===== config.mk =====
export PLATFORM = sky130hd
export DESIGN_NAME = debounce_multi
export DESIGN_NICKNAME = d
export VERILOG_FILES = /design/src/rtl/debounce_pkg.sv /design/src/rtl/debounce_chan.sv /design/src/rtl/debounce_multi.sv
export SDC_FILE = /design/constraint.sdc
export NUM_CORES = 1
export LEC_CHECK = 0
export ABC_AREA = 1
export CORE_MARGIN = 1.5
export CORE_UTILIZATION = 56
export CTS_BUF_LIST = sky130_fd_sc_hd__clkbuf_2
export CTS_CLUSTER_SIZE = 10
export DETAILED_ROUTE_END_ITERATION = 8
export GPL_TIMING_DRIVEN = 0
export PLACE_DENSITY_LB_ADDON = 0.05
export SYNTH_ARGS = -nofsm -noshare
export SYNTH_HDL_FRONTEND = slang
export SYNTH_SLANG_ARGS = --single-unit

===== constraint.sdc =====
create_clock -name clk_i -period 1.35 [get_ports clk_i]
set_input_delay 0.135 -clock clk_i [delete_from_list [all_inputs] [get_ports clk_i]]
set_output_delay 0.135 -clock clk_i [all_outputs]
set_load 0.005 [all_outputs]

===== src/rtl/debounce_pkg.sv =====
// Shared definitions for the multi-channel button debouncer.
// Latency: none (types and constant functions only).
// Backpressure: none.
package debounce_pkg;

   // Per-channel lock-out FSM; the 2-bit encoding is relied on by nothing
   // outside the channel, but is kept fixed so state dumps read the same.
   typedef enum logic [1:0] {
      S_WAIT_LOW  = 2'd0,
      S_CNT_HIGH  = 2'd1,
      S_WAIT_HIGH = 2'd2,
      S_CNT_LOW   = 2'd3
   } state_t;

   // Number of tp_i ticks in one lock-out window.
   function automatic int max_count(input int deb_ns, input int pulse_ns);
      return deb_ns / pulse_ns;
   endfunction

endpackage


===== src/rtl/debounce_chan.sv =====
// One debounced button: synchroniser, lock-out FSM, tick counter, edge pulses.
// Latency: raw edge -> btn_o is SYNC_STAGES+1 clk_i cycles; pulses coincide with the btn_o change.
// Backpressure: none; free-running, every input sample is consumed.
//
// Ports: clk_i, rstn_i (async active-low), tp_i (timebase tick), btn_i (raw level),
//        btn_o (debounced level), rise_o/fall_o (one-cycle edge pulses), long_o (long-press pulse).
// Optional feature: DEBOUNCE_LONGPRESS_EN adds the hold counter behind long_o.
module debounce_chan
   import debounce_pkg::*;
#(
   parameter int MAX_COUNT   = 4,
   parameter int SYNC_STAGES = 2
`ifdef DEBOUNCE_LONGPRESS_EN
   ,
   parameter int LONG_COUNT  = 244_140
`endif
)
(
   input  logic clk_i,
   input  logic rstn_i,
   input  logic tp_i,
   input  logic btn_i,
   output logic btn_o,
   output logic rise_o,
   output logic fall_o,
   output logic long_o
);

   localparam int          CW       = $clog2(MAX_COUNT);
   localparam logic [CW-1:0] CNT_LAST = CW'(MAX_COUNT - 1);

   logic [SYNC_STAGES-1:0] sync_q;
   logic                   s;
   state_t                 state_q, state_d;
   logic [CW-1:0]          cnt_q, cnt_d;
   logic                   btn_q;

   // Input synchroniser for the asynchronous pin.
   always_ff @(posedge clk_i or negedge rstn_i) begin
      if (!rstn_i) sync_q <= '0;
      else         sync_q <= {sync_q[SYNC_STAGES-2:0], btn_i};
   end

   assign s = sync_q[SYNC_STAGES-1];

   always_ff @(posedge clk_i or negedge rstn_i) begin
      if (!rstn_i) begin
         state_q <= S_WAIT_LOW;
         cnt_q   <= '0;
         btn_q   <= 1'b0;
      end else begin
         state_q <= state_d;
         cnt_q   <= cnt_d;
         btn_q   <= btn_o;
      end
   end

   // In the CNT states the synchronised input is deliberately not looked at:
   // that is the lock-out that swallows contact bounce. The counter is held
   // at zero outside CNT states, so the first tick of a window may be partial.
   always_comb begin
      state_d = state_q;
      cnt_d   = '0;
      case (state_q)
         S_WAIT_LOW: begin
            if (s) state_d = S_CNT_HIGH;
         end
         S_CNT_HIGH, S_CNT_LOW: begin
            cnt_d = cnt_q;
            if (tp_i) begin
               if (cnt_q == CNT_LAST) begin
                  state_d = (state_q == S_CNT_HIGH) ? S_WAIT_HIGH : S_WAIT_LOW;
                  cnt_d   = '0;
               end else begin
                  cnt_d = cnt_q + 1'b1;
               end
            end
         end
         S_WAIT_HIGH: begin
            if (!s) state_d = S_CNT_LOW;
         end
         default: state_d = S_WAIT_LOW;
      endcase
   end

   // Level decodes straight from the state register; the pulses compare it
   // with its own one-cycle-old copy, which resets to 0 so reset release is silent.
   assign btn_o  = (state_q == S_CNT_HIGH) || (state_q == S_WAIT_HIGH);
   assign rise_o = btn_o & ~btn_q;
   assign fall_o = ~btn_o & btn_q;

`ifdef DEBOUNCE_LONGPRESS_EN
   localparam int            HW        = $clog2(LONG_COUNT) + 1;
   localparam logic [HW-1:0] HOLD_LAST = HW'(LONG_COUNT - 1);
   localparam logic [HW-1:0] HOLD_SAT  = HW'(LONG_COUNT);

   logic [HW-1:0] hold_q;
   logic          long_q;

   // Saturating at the threshold makes the pulse fire at most once per press.
   always_ff @(posedge clk_i or negedge rstn_i) begin
      if (!rstn_i) begin
         hold_q <= '0;
         long_q <= 1'b0;
      end else begin
         long_q <= 1'b0;
         if (!btn_o) begin
            hold_q <= '0;
         end else if (tp_i && (hold_q != HOLD_SAT)) begin
            hold_q <= hold_q + 1'b1;
            long_q <= (hold_q == HOLD_LAST);
         end
      end
   end

   assign long_o = long_q;
`else
   assign long_o = 1'b0;
`endif

endmodule


===== src/rtl/debounce_multi.sv =====
// N-channel button debouncer: N_CH independent channels sharing clock, reset and tick.
// Latency: raw edge -> btn_o is SYNC_STAGES+1 clk_i cycles per channel.
// Backpressure: none; outputs are levels and one-cycle pulses with no handshake.
//
// Ports: clk_i, rstn_i (async active-low), tp_i (tick every PULSE_PER_NS),
//        btn_i[N_CH] raw pins, btn_o/rise_o/fall_o/long_o[N_CH] per-channel results.
// Optional feature: DEBOUNCE_LONGPRESS_EN enables long_o and the LONG_PER_NS parameter;
// without it long_o is constant 0.
module debounce_multi
   import debounce_pkg::*;
#(
   parameter int N_CH            = 4,
   parameter int PULSE_PER_NS    = 4096,
   parameter int DEBOUNCE_PER_NS = 16_777_216,
   parameter int SYNC_STAGES     = 2
`ifdef DEBOUNCE_LONGPRESS_EN
   ,
   parameter int LONG_PER_NS     = 1_000_000_000
`endif
)
(
   input  logic            clk_i,
   input  logic            rstn_i,
   input  logic            tp_i,
   input  logic [N_CH-1:0] btn_i,
   output logic [N_CH-1:0] btn_o,
   output logic [N_CH-1:0] rise_o,
   output logic [N_CH-1:0] fall_o,
   output logic [N_CH-1:0] long_o
);

   localparam int MAX_COUNT = max_count(DEBOUNCE_PER_NS, PULSE_PER_NS);

   for (genvar k = 0; k < N_CH; k++) begin : g_ch
      debounce_chan #(
         .MAX_COUNT   (MAX_COUNT),
         .SYNC_STAGES (SYNC_STAGES)
`ifdef DEBOUNCE_LONGPRESS_EN
         ,
         .LONG_COUNT  (LONG_PER_NS / PULSE_PER_NS)
`endif
      ) u_chan (
         .clk_i  (clk_i),
         .rstn_i (rstn_i),
         .tp_i   (tp_i),
         .btn_i  (btn_i[k]),
         .btn_o  (btn_o[k]),
         .rise_o (rise_o[k]),
         .fall_o (fall_o[k]),
         .long_o (long_o[k])
      );
   end

endmodule

==> flow_summary.html <==
<table>
<tr><th>Metric</th><th>Value</th></tr>
<tr><th colspan="2">Setup path</th></tr>
<tr><td>CP Class</td><td>reg -&gt; out</td></tr>
<tr><td>Critical path arrival</td><td>1590 ps</td></tr>
<tr><td>Worst Setup SP</td><td>g_ch[2].u_chan.state_q[1]</td></tr>
<tr><td>Critical path's most frequent cell</td><td>sky130_fd_sc_hd__buf_6</td></tr>
<tr><td>Kind of capture point of the worst setup path</td><td>primary output</td></tr>
<tr><td>CP max stage cell</td><td>sky130_fd_sc_hd__dfrtp_1</td></tr>
<tr><td>Highest fanout seen on the critical path</td><td>4</td></tr>
<tr><td>Worst setup slack for register-to-register paths</td><td>-350 ps</td></tr>
<tr><td>Worst Path Required</td><td>1220 ps</td></tr>
<tr><td>Crit path launch type</td><td>flop</td></tr>
<tr><td>Slowest stage delay, CP</td><td>460 ps</td></tr>
<tr><td>Ordered list of cells on the worst path</td><td>inv_2 &gt; ha_4 &gt; buf_6 &gt; nor2_4 &gt; buf_6</td></tr>
<tr><td>Launch point of the worst reg-to-reg path</td><td>g_ch[3].u_chan.state_q[0]</td></tr>
<tr><th colspan="2">Clock tree</th></tr>
<tr><td>Clock-pin transition on the worst setup and hold timing paths</td><td>230 ps</td></tr>
<tr><td>Root buffer cell</td><td>sky130_fd_sc_hd__clkbuf_2</td></tr>
<tr><td>Number of buffers between clock root and the deepest sink</td><td>2</td></tr>
<tr><td>Number of levels the H-tree was split into</td><td>3</td></tr>
<tr><td>TritonCTS clock tree</td><td>yes</td></tr>
<tr><td>Clock latency at the later pin of the worst-skew pair</td><td>510 ps</td></tr>
<tr><td>Total CTS buffers</td><td>9</td></tr>
<tr><td>CTS Sinks</td><td>68</td></tr>
<tr><th colspan="2">Global routing</th></tr>
<tr><td>GRT overflow</td><td>0</td></tr>
<tr><td>Via count of the first global-routing pass</td><td>3741</td></tr>
<tr><td>Wire length of the first global-routing pass</td><td>16750 um</td></tr>
<tr><td>Overall global routing resource usage</td><td>0.2816</td></tr>
<tr><td>Maximum number of pins on one net before global-route repair</td><td>69</td></tr>
<tr><td>Antenna violations before repair</td><td>0</td></tr>
<tr><th colspan="2">Power</th></tr>
<tr><td>Total chip power</td><td>11.58 mW</td></tr>
<tr><td>Leakage dissipation</td><td>2.633 nW</td></tr>
<tr><td>Power density normalized to cell area</td><td>2004 nW/um^2</td></tr>
<tr><td>Worst vdd rail ir drop</td><td>1.538 mV</td></tr>
<tr><th colspan="2">Synth</th></tr>
<tr><td>Synthesis warning total</td><td>0</td></tr>
<tr><td>Synth Instances</td><td>546</td></tr>
<tr><td>Number of synthesized register bits</td><td>68</td></tr>
<tr><td>Sequential area share after synthesis</td><td>0.4225</td></tr>
<tr><td>Post-synthesis area per instance</td><td>7.377 um^2</td></tr>
<tr><td>Cell area after technology mapping</td><td>4028 um^2</td></tr>
<tr><td>Synth unique cells</td><td>23</td></tr>
<tr><th colspan="2">STA</th></tr>
<tr><td>Period minus WS final</td><td>1728 ps</td></tr>
<tr><td>Final WS setup</td><td>-377.8 ps</td></tr>
<tr><td>Tightest slew margin relative to the limit</td><td>0.4193</td></tr>
<tr><td>Unrepaired setup endpoints after global routing</td><td>true</td></tr>
<tr><td>Measured slew at the worst slew-check pin</td><td>871.0 ps</td></tr>
<tr><td>Final number of setup-violating endpoints</td><td>68</td></tr>
<tr><td>Highest Clock Rate</td><td>578.8 MHz</td></tr>
<tr><td>Hold violation count in the final report</td><td>0</td></tr>
<tr><td>Count of pins over their slew limit</td><td>0</td></tr>
<tr><td>Portion of the clock cycle consumed by the worst path in the final layout</td><td>1.280</td></tr>
<tr><td>Layout Skew</td><td>37.68 ps</td></tr>
<tr><th colspan="2">Drt</th></tr>
<tr><td>Initial DRT Pass Iterations</td><td>7</td></tr>
<tr><td>Detailed-route wire length</td><td>11310 um</td></tr>
<tr><td>DRT antenna net count</td><td>0</td></tr>
<tr><td>Post-detailed-route DRC marker count</td><td>0</td></tr>
<tr><td>Vias/cell</td><td>5.321</td></tr>
<tr><td>Number of violations reported at the end of detailed-routing iteration 0</td><td>217</td></tr>
<tr><td>Total number of vias</td><td>3943</td></tr>
<tr><td>DR WL/cell</td><td>15.27 um</td></tr>
<tr><th colspan="2">Outcome</th></tr>
<tr><td>Run status</td><td>finished with violations</td></tr>
<tr><td>Violated checks</td><td>setup timing</td></tr>
<tr><th colspan="2">Final layout</th></tr>
<tr><td>Diode insertion count for antenna repair</td><td>0</td></tr>
<tr><td>Net count of the finished layout</td><td>667</td></tr>
<tr><td>Share of post-route cells with drive strength above 1</td><td>0.3891</td></tr>
<tr><td>Area added between synthesis and finish</td><td>43.49%</td></tr>
<tr><td>Post-route insts no fill</td><td>741</td></tr>
<tr><th colspan="2">Place</th></tr>
<tr><td>Placed Cells</td><td>662</td></tr>
<tr><td>Placement Setup Slack</td><td>-373.7 ps</td></tr>
<tr><td>PortBufs</td><td>17</td></tr>
<tr><td>Final estimated routing congestion in global placement</td><td>0.8529</td></tr>
<tr><td>Total half-perimeter wirelength after legalization and detailed placement</td><td>5484 um</td></tr>
<tr><th colspan="2">Run</th></tr>
<tr><td>Maximum Capacitance Violations</td><td>0</td></tr>
<tr><th colspan="2">Floorplanning</th></tr>
<tr><td>Area of the die</td><td>7710 um^2</td></tr>
<tr><td>Height of the chip</td><td>87.81 um</td></tr>
<tr><td>Number of primary I/O pins</td><td>23</td></tr>
<tr><td>Initial standard-cell utilization of the core</td><td>0.5863</td></tr>
<tr><td>Cell Rows</td><td>30</td></tr>
<tr><td>Core region area</td><td>6869 um^2</td></tr>
<tr><td>Floorplan die width</td><td>87.81 um</td></tr>
<tr><th colspan="2">Worst hold path</th></tr>
<tr><td>Class of the worst hold path</td><td>in -&gt; reg</td></tr>
<tr><td>Start point of the worst hold path</td><td>btn_i[3]</td></tr>
</table>
## timing repair
action / in CTS / in global routing
cloned: 2 / 0
setup endpoints to repair: 65 / 68
buffers inserted: 56 / 21
hold endpoints to repair: 76 / 0
gates resized for setup: 202 / 95
pin swaps: 47 / 55
hold buffers: 3 / 0
## final cells by class
type                            count  area (um^2)
Multi-Input combinational cell    380         2507
Sequential cell                    68         1702
Fill cell                         374         1090
Timing Repair Buffer               89        853.3
Inverter                           79        321.6
Buffer                             13        138.9
Tap cell                           96        120.1
Clock inverter                      7        91.34
Clock buffer                        9        45.04
## per-stage QoR
step	hold slack (ps)	TNS, ps	util	area (um^2)
2_1_floorplan	-160.6	0	-	4053
3_3_place_gp	333.1	-157110	0.6322	4343
3_5_place_dp	301.7	-11470	0.6319	4340
4_1_cts	42.81	-11480	0.7820	5371
5_1_grt	54.82	-16920	0.8413	5779
6_report	73.91	-13540	0.8413	5779
## report_power, final
part / switching [mW] / internal [mW] / leakage [nW]
logic: 3.83 / 3.75 / 1.66
clock network: 0.797 / 0.601 / 0.0716
registers: 0.253 / 2.35 / 0.904
## critical path: cells and delay by family (launching register included)
kind | cells | cell delay (ps)
buffers and inverters | 3 | 310
flip-flops | 1 | 460
adder cells (fa/ha/maj) | 1 | 220
AND/OR/NAND/NOR | 1 | 70
## cells in the mapped netlist (all sizes together)
cell type    n  share of area
a21oi        8         0.0099
buf         22          0.045
conb         1        0.00093
dfrtp       68           0.42
ha          20          0.062
inv         79          0.074
nand2      160           0.16
nand3       30          0.041
nand4       25          0.039
nor2        91          0.086
nor3         9          0.012
o21ai       26          0.033
o21bai       3         0.0056
xnor2        1         0.0022
xor2         3         0.0065
## cells by family (layout without fill, tap and decap cells)
family	after synthesis	after routing	share of synthesized area
AND/OR/NAND/NOR	315	315	0.3386
buffers and inverters	101	197	0.1184
flip-flops	68	68	0.4225
AO/OA/AOI/OAI	37	37	0.04877
adder cells (fa/ha/maj)	20	20	0.06213
XOR/XNOR	4	4	0.008700
other	1	4	0.0009311
## final timing paths
kind	endpoint	depth (start not counted)
worst min-delay path	g_ch[3].u_chan.sync_q[0]	1
worst max register to register	g_ch[3].u_chan.cnt_q[6]	11
worst max-delay path	fall_o[2]	5
min in group asynchronous	g_ch[1].u_chan.btn_q	2
worst min register to register	g_ch[0].u_chan.sync_q[1]	0
max in group asynchronous	g_ch[0].u_chan.cnt_q[0]	2
## metal layers
layer / vias to the layer above / global-route usage / share of wire
met2: 145 / 0.4830 / 0.52
li1: 1888 / - / -
met4: 0 / 0.1371 / 0.032
met1: 1871 / 0.3386 / 0.41
met3: 39 / 0.05467 / 0.042
met5: - / 0 / 0
## registers in the layout (all words and copies together), names as in the netlist
name / flops
g_ch.u_chan.state_q: 8
g_ch.u_chan.cnt_q: 48
g_ch.u_chan.sync_q: 8
g_ch.u_chan.btn_q: 4
## cell usage in the layout (no fill, tap or decap), types with 2 or more instances in the layout
cell / n
sky130_fd_sc_hd__nand2_1: 123
sky130_fd_sc_hd__dfrtp_1: 68
sky130_fd_sc_hd__nor2_1: 63
sky130_fd_sc_hd__inv_1: 50
sky130_fd_sc_hd__buf_6: 49
sky130_fd_sc_hd__buf_4: 38
sky130_fd_sc_hd__nand4_1: 25
sky130_fd_sc_hd__nand2_2: 22
sky130_fd_sc_hd__inv_2: 21
sky130_fd_sc_hd__nor2_4: 18
sky130_fd_sc_hd__nand3_1: 15
sky130_fd_sc_hd__ha_4: 14
sky130_fd_sc_hd__nand3_2: 12
sky130_fd_sc_hd__o21ai_2: 11
sky130_fd_sc_hd__nor2_2: 10
sky130_fd_sc_hd__nand2_4: 10
sky130_fd_sc_hd__o21ai_1: 9
sky130_fd_sc_hd__clkbuf_2: 9
sky130_fd_sc_hd__nor3_1: 7
sky130_fd_sc_hd__inv_4: 6
sky130_fd_sc_hd__nand2_8: 5
sky130_fd_sc_hd__o21ai_0: 5
sky130_fd_sc_hd__a21oi_1: 5
sky130_fd_sc_hd__ha_1: 5
sky130_fd_sc_hd__conb_1: 4
sky130_fd_sc_hd__clkdlybuf4s50_1: 4
sky130_fd_sc_hd__buf_2: 4
sky130_fd_sc_hd__o21bai_1: 3
sky130_fd_sc_hd__a21oi_2: 3
sky130_fd_sc_hd__nand3_4: 3
sky130_fd_sc_hd__buf_8: 3
sky130_fd_sc_hd__xor2_1: 3
sky130_fd_sc_hd__clkinvlp_4: 3
sky130_fd_sc_hd__dlygate4sd3_1: 3
sky130_fd_sc_hd__nor3_2: 2
sky130_fd_sc_hd__bufinv_16: 2
Note: power is estimated with default switching activity, not from simulation.
